File: src/rtl/perm_out_pingpong_85b.sv
// Packs permutation-network bit-planes into per-column messages and buffers them
// in a 2-entry ping-pong store ahead of the message memory write port.

module perm_out_pack_col (
   input  logic       b0,
   input  logic       b1,
   input  logic       b2,
   input  logic       b3,
   output logic [3:0] nib
);
   assign nib = {b3, b2, b1, b0};
endmodule

module perm_out_pingpong_85b #(
   parameter int CHECK_PARALLELISM = 85,
   parameter int QUAN_SIZE         = 4,
   parameter int PAGE_NUM          = 8
) (
   input  logic                                   sys_clk,
   input  logic                                   rstn,
   input  logic [CHECK_PARALLELISM-1:0]           sw_in_bit0,
   input  logic [CHECK_PARALLELISM-1:0]           sw_in_bit1,
   input  logic [CHECK_PARALLELISM-1:0]           sw_in_bit2,
   input  logic [CHECK_PARALLELISM-1:0]           sw_in_bit3,
   input  logic                                   sw_valid,
   output logic [CHECK_PARALLELISM*QUAN_SIZE-1:0] msg_out,
   output logic                                   msg_valid,
   input  logic                                   msg_ready,
   output logic [$clog2(PAGE_NUM)-1:0]            page_addr,
   output logic                                   layer_done,
   output logic                                   ovf_err,
   input  logic                                   err_clr
);
   localparam int W  = CHECK_PARALLELISM * QUAN_SIZE;
   localparam int PW = $clog2(PAGE_NUM);
   localparam logic [PW-1:0] PAGE_LAST = PW'(PAGE_NUM - 1);

   localparam logic [1:0] EMPTY = 2'd0;
   localparam logic [1:0] ONE   = 2'd1;
   localparam logic [1:0] FULL  = 2'd2;

   logic [W-1:0]       word;
   logic [1:0][W-1:0]  entry;
   logic [1:0]         state, state_nxt;
   logic               wp, rp;
   logic               xfer, wr, ovf;

   // One packing cell per column; bit-plane k lands in nibble bit k.
   for (genvar i = 0; i < CHECK_PARALLELISM; i++) begin : g_col
      perm_out_pack_col u_col (
         .b0  (sw_in_bit0[i]),
         .b1  (sw_in_bit1[i]),
         .b2  (sw_in_bit2[i]),
         .b3  (sw_in_bit3[i]),
         .nib (word[QUAN_SIZE*i +: 4])
      );
   end

   assign msg_valid = (state != EMPTY);
   assign msg_out   = entry[rp];
   assign xfer      = msg_valid & msg_ready;
   // A transfer in the same cycle frees the slot, so FULL can still accept.
   assign wr        = sw_valid & ((state != FULL) | xfer);
   assign ovf       = sw_valid & (state == FULL) & ~xfer;

   always_comb begin
      state_nxt = state;
      case (state)
         EMPTY:   if (wr) state_nxt = ONE;
         ONE: begin
            if (wr && !xfer)      state_nxt = FULL;
            else if (xfer && !wr) state_nxt = EMPTY;
         end
         FULL:    if (xfer && !wr) state_nxt = ONE;
         default: state_nxt = EMPTY;
      endcase
   end

   always_ff @(posedge sys_clk or negedge rstn) begin
      if (!rstn) begin
         state <= EMPTY;
         wp    <= 1'b0;
         rp    <= 1'b0;
         entry <= '0;
      end else begin
         state <= state_nxt;
         if (wr) begin
            entry[wp] <= word;
            wp        <= ~wp;
         end
         if (xfer) rp <= ~rp;
      end
   end

   always_ff @(posedge sys_clk or negedge rstn) begin
      if (!rstn) begin
         page_addr  <= '0;
         layer_done <= 1'b0;
      end else begin
         layer_done <= xfer && (page_addr == PAGE_LAST);
         if (xfer) page_addr <= (page_addr == PAGE_LAST) ? '0 : page_addr + 1'b1;
      end
   end

   // New overflow wins over a coincident clear.
   always_ff @(posedge sys_clk or negedge rstn) begin
      if (!rstn)        ovf_err <= 1'b0;
      else if (ovf)     ovf_err <= 1'b1;
      else if (err_clr) ovf_err <= 1'b0;
   end
endmodule

File: config.mk
export PLATFORM = sky130hd
export DESIGN_NAME = perm_out_pingpong_85b
export DESIGN_NICKNAME = d
export VERILOG_FILES = /design/src/rtl/perm_out_pingpong_85b.sv
export SDC_FILE = /design/constraint.sdc
export NUM_CORES = 1
export LEC_CHECK = 0
export BUFFER_PORTS_ARGS = -buffer_cell sky130_fd_sc_hd__buf_2
export CORE_AREA = 2 2 266 268
export CTS_CLUSTER_DIAMETER = 40
export DETAILED_ROUTE_END_ITERATION = 10
export DIE_AREA = 0 0 268 270
export PLACE_DENSITY_LB_ADDON = 0.25
export SYNTH_ARGS = -nofsm -noshare
export SYNTH_HDL_FRONTEND = slang
export SYNTH_SLANG_ARGS = --single-unit
File: constraint.sdc
create_clock -name sys_clk -period 4.45 [get_ports sys_clk]
set_clock_uncertainty 0.2 [all_clocks]
set_input_delay 1.1125 -clock sys_clk [delete_from_list [all_inputs] [get_ports sys_clk]]
set_output_delay 1.1125 -clock sys_clk [all_outputs]
set_load 0.1 [all_outputs]
==> results.py <==
metrics = {
    "grt": {
        "grt_usage": 0.2374,
        "grt_max_degree": 130,
        "grt_pass1_vias": 23140,
        "grt_pass1_wl_um": 135600,
        "antenna_found_initial": 44,
        "grt.overflow.total": 0,
    },
    "route": {
        "dr.pass1.iters": 5,
        "vias": 21530,
        "wl_per_cell_um": 22.42,
        "wirelength_um": 87540,
        "ant_nets": 0,
        "routed_via_density": 5.515,
        "drc_errors": 0,
        "drtIter0Drc": 1404,
    },
    "floorplanning": {
        "start_util": 0.4350,
        "io-pin-count": 691,
        "core-area_mm2": 0.06954,
        "fp-row-count": 97,
        "die_y_um": 270,
        "die_x_um": 268,
        "die-area_mm2": 0.07236,
    },
    "sta": {
        "fmax_mhz": 248.8,
        "rsz0062_at_grt": "no",
        "min_period_ps": 4020,
        "finalHoldViolCount": 0,
        "worst_slack_ps": 430.1,
        "holdWs_ps": 278.0,
        "setup_viol": 0,
        "slew_viol_final": 0,
        "fin_crit_sh": 0.9034,
        "setup-tns-final_ps": 0,
        "maxSlewHeadroom": 0.3023,
        "worst_pin_slew_ps": 1047,
    },
    "critical_path": {
        "cp_cell_sequence": "buf_4 > mux2_2 > buf_2",
        "cp_data_required_time_ps": 3140,
        "r2r_setup_slack_ps": 1610,
        "crit_path_start": "rp",
        "crit_buf_inv": 2,
        "worstRegToRegCells": 6,
        "path_max_fanout": 36,
        "path_class": "reg -> out",
        "crit_slowest_cell": "dfrtp_4",
        "timing.critical_path.slowest_cell_delay_ps": 870,
        "end_kind": "output pin",
        "r2r-start": "state[1]",
        "arrival_ps": 2710,
        "crit_family": "flip-flops",
        "start_kind": "register",
        "timing.rr.end": "state[1]",
    },
    "placed_design": {
        "globalplace.congestion": 0.8282,
        "port_buffers": 690,
        "placed_cells": 3677,
        "pre_cts_slack_ps": 889.4,
        "hpwl_um": 57900,
    },
    "cells_and_area": {
        "seqCellArea_mm2": 0.01725,
        "area.growth.synth_to_final_pct": 28.06,
        "layout_common_cells": "buf_2 (689), dfrtp_1 (688), mux2_2 (533)",
        "finalNonFillerCells": 3904,
        "final_common_cell": "buf_2",
        "fill_cells": 5758,
        "drive_above_1_share": 0.5385,
        "fin_nets": 3194,
        "multi_input_area_mm2": 0.01198,
    },
    "yosys": {
        "ys_types": 31,
        "yosys_warnings": 0,
        "syn_avg_cell_area_um2": 13.91,
        "synthesis.nets": 2523,
        "synthCells": 2175,
        "synth-seq-area-share": 0.5699,
        "syn_area_mm2": 0.03025,
        "synth_seq_cells": 689,
    },
    "clock_tree": {
        "postCtsHoldBufs": 0,
        "max-clock-path-buffers": 3,
        "cts_resized": 0,
        "cts.sinks": 689,
        "tritoncts.num_buffers": 107,
        "clk_pin_slew_ps": 50,
        "cts_root_buf": "clkbuf_16",
        "cts_tree": "done",
        "clkLatencyLatePin_ps": 620,
        "h-tree-depth": 3,
        "cts_post_setup_buffers_inserted": 0,
    },
    "flow_run": {
        "drv_cap": 0,
    },
    "worst_hold_path": {
        "hold_depth": 1,
        "min_path_type": "reg -> reg",
        "min_from": "entry[377]",
        "holdPathEnd": "entry[377]",
    },
    "outcome": {
        "outcome": "finished clean",
    },
}
-- how the worst max path moves through the flow --
stage	cells past startpoint	slack, ps	end
CTS	3	340	msg_out[138]
global placement	7	860	state[1]
floorplan	4	1400	msg_out[144]
finish	3	430	msg_out[138]
detailed placement	7	890	state[1]
global route	3	320	msg_out[107]
-- flip-flops by register name, indices dropped and copies added (netlist names) --
register    flops
page_addr       3
layer_done      1
entry         680
wp              1
ovf_err         1
rp              1
state           2
-- synthesized netlist by cell type --
cell | count | share of area
nor3_1 | 1 | 0.00017
ha_1 | 3 | 0.0012
dfrtp_1 | 689 | 0.57
inv_1 | 2 | 0.00025
nand3_2 | 1 | 0.00033
a21o_1 | 1 | 0.00025
nor2b_1 | 1 | 0.00021
o2bb2ai_2 | 90 | 0.045
o22ai_1 | 1 | 0.00021
or3b_1 | 1 | 0.00029
mux2_1 | 3 | 0.0011
and3_1 | 1 | 0.00021
o21ai_0 | 2 | 0.00033
xnor2_1 | 1 | 0.00029
and2_1 | 1 | 0.00021
o21ai_1 | 1 | 0.00017
nand2b_1 | 3 | 0.00062
nand4bb_1 | 1 | 0.00037
buf_6 | 14 | 0.0052
xor2_1 | 1 | 0.00029
buf_2 | 24 | 0.0040
clkbuf_2 | 1 | 0.00017
mux2_2 | 533 | 0.20
or2_2 | 1 | 0.00021
mux2i_1 | 1 | 0.00033
o2bb2ai_1 | 396 | 0.11
clkbuf_1 | 100 | 0.012
buf_1 | 7 | 0.00087
nand2_1 | 244 | 0.030
buf_4 | 49 | 0.012
nand3b_1 | 1 | 0.00025
-- area by class of cell --
type | instances | share of cell area
Sequential cell | 689 | 0.4451
Clock buffer | 131 | 0.07696
Tap cell | 940 | 0.03036
Inverter | 2 | 0.0001938
Multi-Input combinational cell | 1289 | 0.3093
Antenna cell | 26 | 0.001679
Timing Repair Buffer | 757 | 0.1117
Clock inverter | 70 | 0.02458
-- cell families (layout without fill, tap and decap cells) --
group / after synthesis / in the layout / synth area share
xor gates and xnor gates: 2 / 2 / 0.0005791
DFF: 689 / 689 / 0.5699
and+or+nand+nor: 256 / 256 / 0.03313
other: 0 / 26 / 0
muxes: 537 / 537 / 0.1998
AOI/OAI and AO/OA: 491 / 491 / 0.1603
adders and majority gates: 3 / 3 / 0.001241
buffers and inverters: 197 / 960 / 0.03503
-- per-stage QoR --
stage	cell area (um^2)	utilization
5_1_grt	38740	0.5570
6_report	38740	0.5571
3_5_place_dp	34740	0.4996
3_3_place_gp	34740	0.4996
2_1_floorplan	30250	-
4_1_cts	38680	0.5561
-- worst reg2reg max path, stage by stage (launching register included) --
cell and delay [ps]:
dfrtp_1 430, or3b_4 670, buf_4 650, and2_1 280, ha_1 250, nand4bb_1 190
o21ai_0 90
-- layer usage --
metal	GRT usage	vias up	routed length [um]
li1	-	9498	-
met1	0.2927	11030	35000
met2	0.3833	736	42380
met3	0.06665	233	6272
met4	0.1153	34	3663
met5	0	-	221
Power is not shown: default switching activity piles up to over one toggle a cycle in this logic, so the estimate is an artifact.
